===== src/rtl/aggregator_pkg.sv =====
`default_nettype none
// ============================================================================
// Module   : aggregator_pkg
// Brief    : Shared widths, completion-FSM state type and the round-robin
//            pointer helper for the machine result aggregator.
// Revision : 1.0 - initial release
// ============================================================================
package aggregator_pkg;

    localparam int unsigned c_default_result_width = 16;
    localparam int unsigned c_default_acc_width    = 32;
    localparam int unsigned c_default_count_width  = 10;

    typedef enum logic [1:0] {
        ST_IDLE    = 2'd0,
        ST_COLLECT = 2'd1,
        ST_DONE    = 2'd2
    } agg_state_t;

    // Channel that takes top priority after channel idx has been served.
    function automatic int unsigned next_rr_index(input int unsigned idx,
                                                  input int unsigned n);
        return (idx + 1) % n;
    endfunction

endpackage
`default_nettype wire


===== src/rtl/rr_arbiter.sv =====
`default_nettype none
// ============================================================================
// Module   : rr_arbiter
// Brief    : Round-robin arbiter, one-hot grant, at most one grant per cycle.
//            The priority pointer moves past the served channel only when the
//            grant is accepted.
// Revision : 1.0 - initial release
// ============================================================================
module rr_arbiter
    import aggregator_pkg::*;
#(
    parameter int unsigned NUM_CHANNELS = 4
) (
    input  logic                    clk,
    input  logic                    test_logic_reset_n,
    input  logic                    clear,
    input  logic [NUM_CHANNELS-1:0] req,
    input  logic                    accept,
    output logic [NUM_CHANNELS-1:0] grant
);

    localparam int unsigned c_ptr_width = (NUM_CHANNELS > 1) ? $clog2(NUM_CHANNELS) : 1;

    logic [c_ptr_width-1:0]  r_ptr;
    logic [c_ptr_width-1:0]  w_idx;
    logic [c_ptr_width-1:0]  w_grant_idx;
    logic                    w_grant_any;
    logic [NUM_CHANNELS-1:0] w_grant;

    // Scan requests starting at the priority pointer; the first hit wins.
    always_comb begin
        w_grant     = '0;
        w_grant_idx = '0;
        w_grant_any = 1'b0;
        w_idx       = '0;
        for (int unsigned k = 0; k < NUM_CHANNELS; k++) begin
            w_idx = c_ptr_width'((32'(r_ptr) + k) % NUM_CHANNELS);
            if (!w_grant_any && req[w_idx]) begin
                w_grant[w_idx] = 1'b1;
                w_grant_idx    = w_idx;
                w_grant_any    = 1'b1;
            end
        end
    end

    // Move the pointer just past the channel that was served; hold otherwise.
    always_ff @(posedge clk or negedge test_logic_reset_n) begin
        if (!test_logic_reset_n) begin
            r_ptr <= '0;
        end else if (clear) begin
            r_ptr <= '0;
        end else if (accept && w_grant_any) begin
            r_ptr <= c_ptr_width'(next_rr_index(32'(w_grant_idx), NUM_CHANNELS));
        end
    end

    assign grant = w_grant;

endmodule
`default_nettype wire


===== src/rtl/machine_result_aggregator.sv =====
`default_nettype none
// ============================================================================
// Module   : machine_result_aggregator
// Brief    : Buffers one result per compute-unit channel, merges channels via
//            a round-robin arbiter into one accumulator, and flags completion
//            once every dispatched machine has returned its result.
// Revision : 1.0 - initial release
// ============================================================================
module machine_result_aggregator
    import aggregator_pkg::*;
#(
    parameter int unsigned NUM_CHANNELS = 4,
    parameter int unsigned RESULT_WIDTH = c_default_result_width,
    parameter int unsigned ACC_WIDTH    = c_default_acc_width,
    parameter int unsigned COUNT_WIDTH  = c_default_count_width
) (
    input  logic                                 clk,
    input  logic                                 test_logic_reset_n,
    input  logic                                 clear,
    input  logic                                 machine_dispatched,
    input  logic                                 end_of_file,
    input  logic [NUM_CHANNELS-1:0]              result_valid,
    input  logic [NUM_CHANNELS*RESULT_WIDTH-1:0] result_data,
    output logic [NUM_CHANNELS-1:0]              channel_busy,
    output logic                                 sum_valid,
    output logic [ACC_WIDTH-1:0]                 sum_data,
    output logic [COUNT_WIDTH-1:0]               result_count,
    output logic                                 overflow,
    output logic                                 protocol_error
);

    localparam logic [COUNT_WIDTH-1:0] c_count_max = '1;

    logic [RESULT_WIDTH-1:0] r_slot_data [NUM_CHANNELS];
    logic [NUM_CHANNELS-1:0] r_busy;
    logic [COUNT_WIDTH-1:0]  r_dispatched_count;
    logic [COUNT_WIDTH-1:0]  r_result_count;
    logic [ACC_WIDTH-1:0]    r_sum;
    logic                    r_overflow;
    logic                    r_protocol_error;
    logic                    r_sum_valid;
    agg_state_t              r_state;

    logic [NUM_CHANNELS-1:0] w_grant;
    logic [NUM_CHANNELS-1:0] w_capture;
    logic [NUM_CHANNELS-1:0] w_drop_vec;
    logic [RESULT_WIDTH-1:0] w_grant_data;
    logic [ACC_WIDTH:0]      w_sum_ext;
    logic                    w_accept;
    logic                    w_in_done;
    logic                    w_grant_any;
    logic                    w_late;
    logic                    w_sat_error;
    logic                    w_complete;

    rr_arbiter #(
        .NUM_CHANNELS (NUM_CHANNELS)
    ) u_arbiter (
        .clk                (clk),
        .test_logic_reset_n (test_logic_reset_n),
        .clear              (clear),
        .req                (r_busy),
        .accept             (w_accept),
        .grant              (w_grant)
    );

    assign w_accept    = ~clear;
    assign w_in_done   = (r_state == ST_DONE);
    assign w_grant_any = |w_grant;

    // A strobe is taken if its slot is free or is being drained this cycle;
    // otherwise it is lost. Once DONE, strobes are ignored (and flagged late).
    assign w_capture  = w_in_done ? '0 : (result_valid & (~r_busy | w_grant));
    assign w_drop_vec = w_in_done ? '0 : (result_valid & r_busy & ~w_grant);
    assign w_late     = w_in_done && (machine_dispatched || (|result_valid));

    assign w_sat_error = (!w_in_done && machine_dispatched && (r_dispatched_count == c_count_max))
                       || (w_grant_any && (r_result_count == c_count_max));

    assign w_complete = end_of_file && (r_dispatched_count == r_result_count) && !(|r_busy);

    // Grant is one-hot, so OR-ing the gated slots forms the data mux.
    always_comb begin
        w_grant_data = '0;
        for (int unsigned i = 0; i < NUM_CHANNELS; i++) begin
            if (w_grant[i]) begin
                w_grant_data = w_grant_data | r_slot_data[i];
            end
        end
    end

    assign w_sum_ext = {1'b0, r_sum} + {{(ACC_WIDTH + 1 - RESULT_WIDTH){1'b0}}, w_grant_data};

    // One-deep pending slot per channel, drained by the arbiter.
    always_ff @(posedge clk or negedge test_logic_reset_n) begin
        if (!test_logic_reset_n) begin
            r_busy <= '0;
            for (int unsigned i = 0; i < NUM_CHANNELS; i++) r_slot_data[i] <= '0;
        end else if (clear) begin
            r_busy <= '0;
            for (int unsigned i = 0; i < NUM_CHANNELS; i++) r_slot_data[i] <= '0;
        end else begin
            for (int unsigned i = 0; i < NUM_CHANNELS; i++) begin
                if (w_capture[i]) begin
                    r_busy[i]      <= 1'b1;
                    r_slot_data[i] <= result_data[i*RESULT_WIDTH +: RESULT_WIDTH];
                end else if (w_grant[i]) begin
                    r_busy[i] <= 1'b0;
                end
            end
        end
    end

    // Accumulator, saturating counters and sticky flags.
    always_ff @(posedge clk or negedge test_logic_reset_n) begin
        if (!test_logic_reset_n) begin
            r_sum              <= '0;
            r_overflow         <= 1'b0;
            r_result_count     <= '0;
            r_dispatched_count <= '0;
            r_protocol_error   <= 1'b0;
        end else if (clear) begin
            r_sum              <= '0;
            r_overflow         <= 1'b0;
            r_result_count     <= '0;
            r_dispatched_count <= '0;
            r_protocol_error   <= 1'b0;
        end else begin
            if (w_grant_any) begin
                r_sum <= w_sum_ext[ACC_WIDTH-1:0];
                if (w_sum_ext[ACC_WIDTH]) r_overflow <= 1'b1;
                if (r_result_count != c_count_max) r_result_count <= r_result_count + COUNT_WIDTH'(1);
            end
            if (machine_dispatched && !w_in_done && (r_dispatched_count != c_count_max)) begin
                r_dispatched_count <= r_dispatched_count + COUNT_WIDTH'(1);
            end
            if ((|w_drop_vec) || w_late || w_sat_error) r_protocol_error <= 1'b1;
        end
    end

    // Completion tracking; sum_valid is registered alongside the state.
    always_ff @(posedge clk or negedge test_logic_reset_n) begin
        if (!test_logic_reset_n) begin
            r_state     <= ST_IDLE;
            r_sum_valid <= 1'b0;
        end else if (clear) begin
            r_state     <= ST_IDLE;
            r_sum_valid <= 1'b0;
        end else begin
            case (r_state)
                ST_IDLE: begin
                    if (w_complete) begin
                        r_state     <= ST_DONE;
                        r_sum_valid <= 1'b1;
                    end else if (machine_dispatched || (|result_valid)) begin
                        r_state <= ST_COLLECT;
                    end
                end
                ST_COLLECT: begin
                    if (w_complete) begin
                        r_state     <= ST_DONE;
                        r_sum_valid <= 1'b1;
                    end
                end
                ST_DONE: begin
                    r_state     <= ST_DONE;
                    r_sum_valid <= 1'b1;
                end
                default: begin
                    r_state     <= ST_IDLE;
                    r_sum_valid <= 1'b0;
                end
            endcase
        end
    end

    assign channel_busy   = r_busy;
    assign sum_valid      = r_sum_valid;
    assign sum_data       = r_sum;
    assign result_count   = r_result_count;
    assign overflow       = r_overflow;
    assign protocol_error = r_protocol_error;

endmodule
`default_nettype wire


===== config.mk =====
export PLATFORM = sky130hd
export DESIGN_NAME = machine_result_aggregator
export DESIGN_NICKNAME = d
export VERILOG_FILES = /design/src/rtl/aggregator_pkg.sv /design/src/rtl/rr_arbiter.sv /design/src/rtl/machine_result_aggregator.sv
export SDC_FILE = /design/constraint.sdc
export NUM_CORES = 1
export LEC_CHECK = 0
export CAP_MARGIN = 20
export CORE_MARGIN = 2
export CORE_UTILIZATION = 40
export DETAILED_ROUTE_END_ITERATION = 8
export GPL_TIMING_DRIVEN = 0
export PLACE_DENSITY_LB_ADDON = 0.05
export SLEW_MARGIN = 30
export SYNTH_ARGS = -nofsm -noshare
export SYNTH_HDL_FRONTEND = slang
export SYNTH_SLANG_ARGS = --single-unit
export TNS_END_PERCENT = 5

===== constraint.sdc =====
create_clock -name clk -period 6.7 [get_ports clk]
set_input_delay 1.675 -clock clk [delete_from_list [all_inputs] [get_ports clk]]
set_output_delay 1.675 -clock clk [all_outputs]
set_load 0.01 [all_outputs]

==> results of run 1 <==
worst max-delay path, delay by kind of cell, from the launching register on:
kind	cells	cell delay (ns)
adder cells (fa/ha/maj)	2	0.77
multiplexers	1	0.35
buffers and inverters	6	1.58
flip-flops	1	0.48
AO/OA/AOI/OAI	7	2.14
AND/OR/NAND/NOR	5	0.87
layer usage:
metal	vias to the layer above	GRT usage, %	share of wire (%)
met5	-	0	0
met4	0	6.061	1.1
met3	22	4.662	6.2
met2	231	37.02	47
met1	3284	32.62	46
li1	3123	-	-
stage by stage:
step           setup TNS, ns  total power, µW  std cells  util (%)
3_3_place_gp         -151.68             2955       1097     48.94
3_5_place_dp         -0.4659             3003       1098     49.13
6_report                   0             3903       1131     52.40
2_1_floorplan              0             2312        747         -
4_1_cts                    0             3915       1131     52.36
5_1_grt                    0             4153       1131     52.40
flip-flops by register name, summed over array words and instances, names as in the netlist:
signal              flops
r_slot_data            64
channel_busy            4
r_dispatched_count     10
overflow                1
result_count           10
r_state                 2
sum_valid               1
sum_data               32
u_arbiter.r_ptr         2
protocol_error          1
cell families after synthesis:
family,count (synthesis)
and+or+nand+nor,245
AOI/OAI and AO/OA,223
DFF,127
buffers and inverters,76
adders and majority gates,35
xor gates and xnor gates,29
muxes,12
placed cells by master (no fill, tap or decap), drive strengths merged, types with 6 or more instances in the layout:
| cell | count |
|---|---|
| dfrtp | 127 |
| clkdlybuf4s50 | 120 |
| nand2 | 96 |
| a22o | 64 |
| a21oi | 55 |
| clkbuf | 39 |
| nor2 | 37 |
| ha | 34 |
| inv | 32 |
| buf | 32 |
| nand4 | 20 |
| nand3 | 19 |
| xnor2 | 18 |
| or4 | 18 |
| a222oi | 16 |
| o31ai | 14 |
| nor3 | 13 |
| o21ai | 13 |
| a31oi | 12 |
| xor2 | 11 |
| or3 | 9 |
| mux2 | 7 |
| o41ai | 7 |
| o21bai | 6 |
| a21o | 6 |
| nor2b | 6 |
| o311ai | 6 |
power groups by stage:
| stage | clock network, µW | logic [µW] | registers [µW] |
|---|---|---|---|
| detailed placement | 0 | 1980 | 1030 |
| finish | 898 | 1990 | 1020 |
| global route | 955 | 2170 | 1030 |
| CTS | 913 | 1990 | 1010 |
| global placement | 0 | 1930 | 1020 |
| floorplan | 0 | 1310 | 1010 |
area by class of cell:
class / count / area, µm²
Fill cell: 1623 / 8522
Multi-Input combinational cell: 544 / 3747
Sequential cell: 127 / 3179
Timing Repair Buffer: 123 / 1251
Clock buffer: 17 / 425.4
Tap cell: 229 / 286.5
Buffer: 51 / 247.7
Clock inverter: 15 / 145.1
Inverter: 25 / 97.59
worst max-delay path by stage:
stage          cells past startpoint             end  slack (ns)          startpoint
6_report                          21    sum_data[29]        0.36  u_arbiter.r_ptr[0]
5_1_grt                           21    sum_data[29]        0.01  u_arbiter.r_ptr[0]
4_1_cts                           21    sum_data[29]        0.07  u_arbiter.r_ptr[0]
3_5_place_dp                      21    sum_data[29]       -0.18  u_arbiter.r_ptr[0]
3_3_place_gp                       1  r_slot_data[8]       -1.21  test_logic_reset_n
2_1_floorplan                     21    sum_data[29]        1.40  u_arbiter.r_ptr[0]
what timing repair did:
item	4_1_cts	5_1_grt
setup endpoints to repair	3	12
gates resized for setup	1	4
pin swaps	2	1
setup buffers	1	0
==> metrics, run 1 <==
drc violations=0; setup ws final=0.3626 ns; post-synth top area cell=dfrtp_1; min cycle time layout=6.337 ns; internal power=2112 µW; worst skew pair latency=0.43 ns; Final Skew=0.01345 ns; Final Max Slew Viols=0; clock sinks=127; relative slew slack=43.57%; sequential power share=26.1%; RSZ-0062 raised after global routing=false; top-count cell post-synth=dfrtp_1; Crit-path slowest cell=dfrtp_2; final setup violation count=0; sink of the worst hold path=r_slot_data[16]; main combinational cell family by area after synthesis=compound AO/OA/AOI/OAI gates; fmax=157.8 MHz; NetSw=1791 µW; drt first-iter violations=483; synth-to-layout area growth=29.13%; Finished Cell Area=9380 µm²; routed vias/inst=5.889; num ports=122; Avg WL per Cell=19.72 µm; outcome=complete, no violations; Critical Path End Type=flip-flop; CP max FO=10; Final Hold Viols=0; Synth Area in Compound Gates=23.15%; # diodes=0; Fin Hold WS=0.5018 ns; top_reg_cell synth=dfrtp_1; area share of the largest cell type after synthesis=43.75%; RD Place Congestion=0.8558; cell count of the worst hold path=1; R2R setup slack=0.36 ns; Root Driver=clkbuf_16; nets=997; dpl cell area=8795 µm²; Synth area leaders=dfrtp_1 (44%), a22o_1 (7.7%), ha_1 (5.9%); HP Class=reg2reg; H-tree depth=4; Yosys cell types=58; Via Count=6660; CTS tree=yes; top cells by count, synth=dfrtp_1 (127), nand2_1 (96), a22o_1 (64), a21oi_1 (55), nor2_1 (37); MaxCap Viol Count=0; Row Count=49; Hold-fix buffers, CTS=0; worst slack, placed=-0.1750 ns; grt ovf=0; DP HPWL=16.21 mm; crit path DAT=6.64 ns; pin count of the biggest net entering global routing=80; RR Startpoint=u_arbiter.r_ptr[0]; Tcrit/Tclk final=94.59%; Pwr Density=416.1 nW/µm²; CTS buffer count=17; first-pass iteration count of the detailed router=6; share of layout cells above drive strength 1=9.202%; Tightest Pin Transition=0.8395 ns; clock transition at the registers of the reported paths=0.06 ns; mux share of post-synthesis cell area=2.118%; Post-DRT Antenna Nets=0; initial antenna violation count=0; Reg2Reg Depth=21; Max VDD drop=0.2349 mV; mean post-synth cell area=9.725 µm²; cells along the critical path=buf_2 -> clkinvlp_4 -> ha_1 -> buf_2 -> and3b_1 -> a22oi_1 -> o21ai_1 -> a221o_1 -> clkbuf_1 -> clkbuf_2 -> a222oi_1 -> nand2_1 -> ha_1 -> nand3_1 -> o211ai_1 -> a41oi_1 -> o311ai_1 -> nor2_1 -> clkbuf_1 -> nor3_1 -> mux2_2; Syn. warnings=0; first-pass GRT wire length=35.42 mm; flops & latches, synth=127; synthesized instance count=747; share of power burned in the clock network=23.0%; final wirelength=22.30 mm; critical path startpoint category=flip-flop; vias in the first global route=6488; ys async rst share=100.0%; crit-path max cell delay=0.48 ns; Seq/Total Area, Yosys=43.75%; Post-synth EDFFs=0; part of the power in combinational logic=50.9%; Worst Path Required=7.01 ns; switch share=45.89%; total core area=17900 µm²; clk buf depth=2; Pleak=0.004070 µW; syn nets=855; Die H=138.8 µm; gr usage total=23.24%; HP Start=r_slot_data[16]; Crit Path Class=reg2reg; synthesized-area fraction occupied by and/or/nand/nor cells=16.69%; xor/xnor share of the synthesized area=3.496%; post-synthesis adder-cell area fraction=6.132%; RR Endpoint=sum_data[29]; die area=19260 µm²; die width=138.8 µm; I/O Buffers=121; Cell Area, Synth=7264 µm²; Starting Density=40.58%
No activity file was read; power rests on OpenSTA's default activity.
==> inputs of run 2 (changes only) <==
--- a/config.mk
+++ b/config.mk
@@ -7,7 +7,7 @@
 export LEC_CHECK = 0
 export CAP_MARGIN = 20
 export CORE_MARGIN = 2
-export CORE_UTILIZATION = 40
+export CORE_UTILIZATION = 43
 export DETAILED_ROUTE_END_ITERATION = 8
 export GPL_TIMING_DRIVEN = 0
 export PLACE_DENSITY_LB_ADDON = 0.05
==> constraint.sdc (replaced) <==
create_clock -name clk -period 6.7 [get_ports clk]
set_input_delay 1.675 -clock clk [delete_from_list [all_inputs] [get_ports clk]]
set_output_delay 1.675 -clock clk [all_outputs]
set_load 0.005 [all_outputs]
==> metrics, run 2 (synthesis gave the netlist of run 1 again) <==
outcome=complete, no violations (unchanged); Hold-fix buffers, CTS=0 (unchanged); Root Driver=clkbuf_16 (unchanged); Max VDD drop=0.2912 mV (was 0.2349 mV); Fin Hold WS=0.5068 ns (was 0.5018 ns); die width=134.0 µm (was 138.8 µm); setup TNS=0 ns (unchanged); Critical Path End Type=flip-flop (unchanged); worst skew pair latency=0.41 ns (was 0.43 ns); I/O Buffers=121 (unchanged); HP Start=r_slot_data[25] (was r_slot_data[16]); crit-path max cell delay=0.49 ns (was 0.48 ns); Avg WL per Cell=19.49 µm (was 19.72 µm); gr usage total=24.86% (was 23.24%); DP HPWL=15.97 mm (was 16.21 mm); cell count of the worst hold path=1 (unchanged); initial antenna violation count=1 (was 0); switch share=43.73% (was 45.89%); critical path startpoint category=flip-flop (unchanged); final wirelength=21.88 mm (was 22.30 mm); worst slack, placed=0.04116 ns (was -0.1750 ns); drt first-iter violations=553 (was 483); nets=997 (unchanged); clock transition at the registers of the reported paths=0.06 ns (about the same); clk buf depth=2 (unchanged); Tightest Pin Transition=0.9174 ns (was 0.8395 ns); Crit-path slowest cell=a222oi_1 (was dfrtp_2); internal power=2232 µW (was 2112 µW); Tcrit/Tclk final=93.79% (was 94.59%); Critical path buffers and inverters=6 (unchanged); share of layout cells above drive strength 1=9.313% (was 9.202%); Biggest register=r_slot_data (unchanged); delay-heaviest family, CP=compound AO/OA/AOI/OAI gates (unchanged); min cycle time layout=6.284 ns (was 6.337 ns); clock sinks=127 (unchanged); grt ovf=0 (unchanged); fmax=159.1 MHz (was 157.8 MHz); Post-DRT Antenna Nets=0 (unchanged); max reg flops=64 (unchanged); setup ws final=0.4161 ns (was 0.3626 ns); drc violations=0 (unchanged); final setup violation count=0 (unchanged); Pleak=0.004104 µW (was 0.004070 µW); sequential power share=25.6% (was 26.1%); Final Hold Viols=0 (unchanged); vias in the first global route=6658 (was 6488); crit path DAT=6.58 ns (was 6.64 ns); Final Max Slew Viols=0 (unchanged); synth-to-layout area growth=29.85% (was 29.13%); CTS tree=yes (unchanged); Reg2Reg Depth=21 (unchanged); total core area=16520 µm² (was 17900 µm²); relative slew slack=38.33% (was 43.57%); R2R setup slack=0.42 ns (was 0.36 ns); RR Endpoint=sum_data[29] (unchanged); commonest non-fill, non-tap cell in the layout=dfrtp_1 (unchanged); MaxCap Viol Count=0 (unchanged); Row Count=47 (was 49); first-pass GRT wire length=35.48 mm (was 35.42 mm); pin count of the biggest net entering global routing=89 (was 80); Die H=134.0 µm (was 138.8 µm); HP Class=reg2reg (unchanged); first-pass iteration count of the detailed router=6 (unchanged); cells along the critical path=buf_2 -> clkinvlp_4 -> ha_1 -> buf_2 -> and3b_1 -> a22oi_1 -> o21ai_1 -> a221o_1 -> clkbuf_1 -> clkbuf_2 -> a222oi_1 -> nand2_1 -> ha_1 -> nand3_1 -> o211ai_1 -> a41oi_1 -> o311ai_1 -> nor2_1 -> clkbuf_2 -> nor3_1 -> mux2_2 (was buf_2 -> clkinvlp_4 -> ha_1 -> buf_2 -> and3b_1 -> a22oi_1 -> o21ai_1 -> a221o_1 -> clkbuf_1 -> clkbuf_2 -> a222oi_1 -> nand2_1 -> ha_1 -> nand3_1 -> o211ai_1 -> a41oi_1 -> o311ai_1 -> nor2_1 -> clkbuf_1 -> nor3_1 -> mux2_2); CTS buffer count=17 (unchanged); fill count=1399 (was 1623); Final Skew=0.01051 ns (was 0.01345 ns); Worst Path Required=6.99 ns (was 7.01 ns); Crit Path Class=reg2reg (unchanged); CP max FO=10 (unchanged); H-tree depth=4 (unchanged); routed vias/inst=5.985 (was 5.889); RR Startpoint=u_arbiter.r_ptr[0] (unchanged); Pwr Density=420.4 nW/µm² (was 416.1 nW/µm²); NetSw=1734 µW (was 1791 µW); most frequent cells in the layout=dfrtp_1 (126), clkdlybuf4s50_1 (120), nand2_1 (96) (unchanged); RD Place Congestion=0.8831 (was 0.8558); sink of the worst hold path=r_slot_data[25] (was r_slot_data[16]); share of power burned in the clock network=24.7% (was 23.0%); Via Count=6721 (was 6660); num ports=122 (unchanged); die area=17950 µm² (was 19260 µm²); RSZ-0062 raised after global routing=false (unchanged); part of the power in combinational logic=49.6% (was 50.9%); Starting Density=43.96% (was 40.58%)
-- run 2: changes by cell type in the layout (fill, tap and decap cells not counted), sizes merged --
cell | before | now
clkbuf | 39 | 41
bufinv | 0 | 3
inv | 32 | 27
clkinvlp | 4 | 3
diode | 0 | 1
clkinv | 4 | 5
-- run 2: what timing repair did --
| item | in CTS | in global routing |
|---|---|---|
| pin swaps | 2 | 1 |
| setup endpoints to repair | 1 | 13 |
| resized for setup | 0 | 7 |
| cloned | 0 | 0 |
| setup buffers | 1 | 0 |
-- run 2: worst max path at each step --
stage | start | endpoint | slack (ns) | cells past startpoint
CTS | u_arbiter.r_ptr[0] | sum_data[29] | 0.09 | 21
global placement | test_logic_reset_n | r_slot_data[42] | -1.13 | 1
global route | u_arbiter.r_ptr[0] | sum_data[29] | 0.02 | 21
finish | u_arbiter.r_ptr[0] | sum_data[29] | 0.42 | 21
detailed placement | u_arbiter.r_ptr[0] | sum_data[29] | 0.04 | 21
floorplan | u_arbiter.r_ptr[0] | sum_data[29] | 1.40 | 21
-- run 2: cell type report --
cell class                 instances  area (µm²)  area share [%]
multi-input combinational        544        3747           39.73
clock inverter                    13       177.7           1.884
timing repair buffer             123        1251           13.26
clock buffer                      19       452.9           4.802
sequential                       127        3179           33.70
inverter                          25       97.59           1.035
buffer                            51       249.0           2.640
antenna                            1       2.502         0.02653
tap                              220       275.3           2.918
-- run 2: worst register-to-register path: stages, from the launching register on --
cell and delay, ns:
dfrtp_2 0.47, buf_2 0.27, clkinvlp_4 0.25, ha_1 0.35
buf_2 0.20, and3b_1 0.20, a22oi_1 0.18, o21ai_1 0.23
a221o_1 0.45, clkbuf_1 0.28, clkbuf_2 0.30, a222oi_1 0.49
nand2_1 0.15, ha_1 0.41, nand3_1 0.10, o211ai_1 0.28
a41oi_1 0.21, o311ai_1 0.39, nor2_1 0.18, clkbuf_2 0.24
nor3_1 0.22, mux2_2 0.35
-- run 2: power groups by stage --
stage	clock [µW]	combinational (µW)	sequential, µW
6_report	981	1970	1020
5_1_grt	1030	2160	1030
3_5_place_dp	0	1940	1020
2_1_floorplan	0	1310	993
3_3_place_gp	0	1900	1020
4_1_cts	994	1950	1010
-- run 2: per-stage QoR --
stage / util, % / total power, µW / std cells / area [µm²]
floorplan: - / 2299 / 747 / 7264
global placement: 52.96 / 2917 / 1088 / 8751
detailed placement: 53.15 / 2965 / 1089 / 8783
CTS: 57.02 / 3957 / 1122 / 9422
global route: 57.08 / 4228 / 1123 / 9433
finish: 57.08 / 3965 / 1123 / 9433
-- run 2: layer usage --
layer / global-route usage (%) / vias up / part of all wire (%)
li1: - / 3112 / -
met5: 0 / - / 0
met4: 6.560 / 0 / 1.0
met3: 4.649 / 13 / 6.1
met2: 39.54 / 275 / 47
met1: 35.06 / 3321 / 46
==> inputs of run 3 (changes only) <==
--- a/config.mk
+++ b/config.mk
@@ -5,6 +5,7 @@
 export SDC_FILE = /design/constraint.sdc
 export NUM_CORES = 1
 export LEC_CHECK = 0
+export ABC_CLOCK_PERIOD_IN_PS = 5450
 export CAP_MARGIN = 20
 export CORE_MARGIN = 2
 export CORE_UTILIZATION = 43
==> constraint.sdc (replaced) <==
create_clock -name clk -period 5.45 [get_ports clk]
set_input_delay 1.3625 -clock clk [delete_from_list [all_inputs] [get_ports clk]]
set_output_delay 1.3625 -clock clk [all_outputs]
set_load 0.005 [all_outputs]
==> metrics, run 3 (synthesis gave the netlist of run 1 again) <==
outcome=complete, no violations (unchanged); routed vias/inst=5.996 (was 5.985); commonest non-fill, non-tap cell in the layout=dfrtp_1 (unchanged); Final Hold Viols=0 (unchanged); Biggest register=r_slot_data (unchanged); gr usage total=24.87% (was 24.86%); clock sinks=127 (unchanged); RD Place Congestion=0.8831 (unchanged); first-pass GRT wire length=35.47 mm (was 35.48 mm); Avg WL per Cell=19.50 µm (was 19.49 µm); clk buf depth=2 (unchanged); HP Class=reg2reg (unchanged); NetSw=2156 µW (was 1734 µW); share of layout cells above drive strength 1=12.24% (was 9.313%); Crit-path slowest cell=a222oi_1 (unchanged); Post-DRT Antenna Nets=0 (unchanged); Reg2Reg Depth=19 (was 21); Max VDD drop=0.3938 mV (was 0.2912 mV); worst skew pair latency=0.42 ns (was 0.41 ns); CP max FO=10 (unchanged); clock transition at the registers of the reported paths=0.06 ns (about the same); share of power burned in the clock network=24.4% (was 24.7%); Total Power=4979 µW (was 3965 µW); Pwr Density=518.3 nW/µm² (was 420.4 nW/µm²); fmax=185.9 MHz (was 159.1 MHz); H-tree depth=4 (unchanged); crit path DAT=5.68 ns (was 6.58 ns); CTS tree=yes (unchanged); Tightest Pin Transition=0.8156 ns (was 0.9174 ns); nets=1002 (was 997); Row Count=47 (unchanged); Critical Path End Type=flip-flop (unchanged); busiest grt layer=met2 (unchanged); die width=134.0 µm (unchanged); CTS buffer count=17 (unchanged); most frequent cells in the layout=dfrtp_1 (125), clkdlybuf4s50_1 (120), nand2_1 (96) (was dfrtp_1 (126), clkdlybuf4s50_1 (120), nand2_1 (96)); final setup violation count=0 (unchanged); cell count of the worst hold path=1 (unchanged); grt ovf=0 (unchanged); initial antenna violation count=1 (unchanged); final wirelength=22.00 mm (was 21.88 mm); vias in the first global route=6679 (was 6658); critical path startpoint category=flip-flop (unchanged); I/O Buffers=121 (unchanged); cells along the critical path=buf_4 -> inv_4 -> ha_1 -> clkbuf_4 -> and3b_1 -> a22oi_2 -> o21ai_2 -> a221o_2 -> buf_4 -> a222oi_1 -> nand2_1 -> ha_1 -> nand2_1 -> o21ai_0 -> a21oi_2 -> o21ai_1 -> a31oi_4 -> nor4b_1 -> mux2_2 (was buf_2 -> clkinvlp_4 -> ha_1 -> buf_2 -> and3b_1 -> a22oi_1 -> o21ai_1 -> a221o_1 -> clkbuf_1 -> clkbuf_2 -> a222oi_1 -> nand2_1 -> ha_1 -> nand3_1 -> o211ai_1 -> a41oi_1 -> o311ai_1 -> nor2_1 -> clkbuf_2 -> nor3_1 -> mux2_2); Root Driver=clkbuf_16 (unchanged); die area=17950 µm² (unchanged); synth-to-layout area growth=32.24% (was 29.85%); min cycle time layout=5.379 ns (was 6.284 ns); drc violations=0 (unchanged); internal power=2823 µW (was 2232 µW); Via Count=6763 (was 6721); sequential power share=25.1% (was 25.6%); Starting Density=43.96% (unchanged); Pleak=0.004162 µW (was 0.004104 µW); placed cell count=1089 (unchanged); crit-path max cell delay=0.53 ns (was 0.49 ns); Die H=134.0 µm (unchanged); setup TNS=0 ns (unchanged); met2 Use GR=39.49% (was 39.54%); RSZ-0062 raised after global routing=true (was false); max reg flops=64 (unchanged); drt first-iter violations=559 (was 553); DP HPWL=15.97 mm (unchanged); Tcrit/Tclk final=98.69% (was 93.79%); Crit Path Class=reg2reg (unchanged); Worst Path Required=5.75 ns (was 6.99 ns); total core area=16520 µm² (unchanged); pin count of the biggest net entering global routing=89 (unchanged); Final Max Slew Viols=0 (unchanged); GRT met1 Usage=35.10% (was 35.06%); num ports=122 (unchanged); Non-Filler Instances=1128 (was 1123); first-pass iteration count of the detailed router=8 (was 6); Final Skew=0.01347 ns (was 0.01051 ns); switch share=43.31% (was 43.73%); relative slew slack=45.17% (was 38.33%); part of the power in combinational logic=50.5% (was 49.6%); met3 Use GR=4.649% (unchanged); MaxCap Viol Count=0 (unchanged)
==> run 3: cell types whose count changed in the layout (fill, tap and decap cells not counted), moves of 2 or more <==
cell	previous run	this run
a221o_2	0	2
clkbuf_1	19	14
buf_4	4	17
buf_2	22	20
a221o_1	4	2
clkbuf_2	3	0
ha_4	0	3
ha_1	34	31
==> run 3: power by group through the flow <==
stage	clock, µW	combinational (µW)	sequential [µW]
floorplan	0	1610	1220
global placement	0	2330	1260
detailed placement	0	2390	1260
CTS	1220	2430	1250
global route	1270	2770	1270
finish	1210	2510	1250
==> run 3: metrics by stage <==
stage                     util, %  area, µm²  setup slack [ns]  hold WS [ns]
final                       58.14       9607           0.07140        0.5034
after global routing        58.14       9607          -0.06364        0.5147
after CTS                   57.45       9493          -0.05063        0.5088
after detailed placement    53.15       8783            -1.209        0.4908
after global placement      52.96       8751            -2.064        0.4880
after floorplan                 -       7264            0.1532        0.4718
==> run 3: routing by layer <==
layer | vias to the layer above | part of all wire (%)
li1 | 3114 | -
met1 | 3336 | 45
met2 | 288 | 47
met3 | 25 | 6.0
met4 | 0 | 1.2
met5 | - | 0
==> run 3: what timing repair did <==
item | in CTS | in global routing
gates resized for setup | 21 | 16
setup buffers | 2 | 9
endpoints found under the hold margin | 0 | 0
pin swaps | 6 | 8
hold buffers | 0 | 0
setup endpoints to repair | 26 | 22
==> run 3: path summary, 6_finish.rpt <==
path	start	endpoint	slack (ns)
setup reg to reg	u_arbiter.r_ptr[0]	sum_data[26]	0.07
min in group asynchronous	test_logic_reset_n	result_count[7]	0.83
setup / recovery	u_arbiter.r_ptr[0]	sum_data[26]	0.07
hold reg to reg	r_slot_data[25]	r_slot_data[25]	0.50
hold / removal	r_slot_data[25]	r_slot_data[25]	0.50
max in group asynchronous	test_logic_reset_n	r_slot_data[45]	3.88
==> run 3: worst max-delay path, delay by kind of cell (launching register included) <==
kind            cells  cell delay [ns]
compound gates      8             2.31
fa+ha+maj           2             0.64
buf+inv             4             0.70
flops               1             0.41
mux                 1             0.37
simple gates        4             0.83
==> run 3: area by class of cell <==
class                           instances  area (µm²)
Timing Repair Buffer                  133        1326
Fill cell                            1384        6918
Clock inverter                         13       177.7
Tap cell                              220       275.3
Sequential cell                       127        3181
Clock buffer                           19       452.9
Buffer                                 46       246.5
Inverter                               25       96.34
Antenna cell                            1       2.502
Multi-Input combinational cell        544        3849
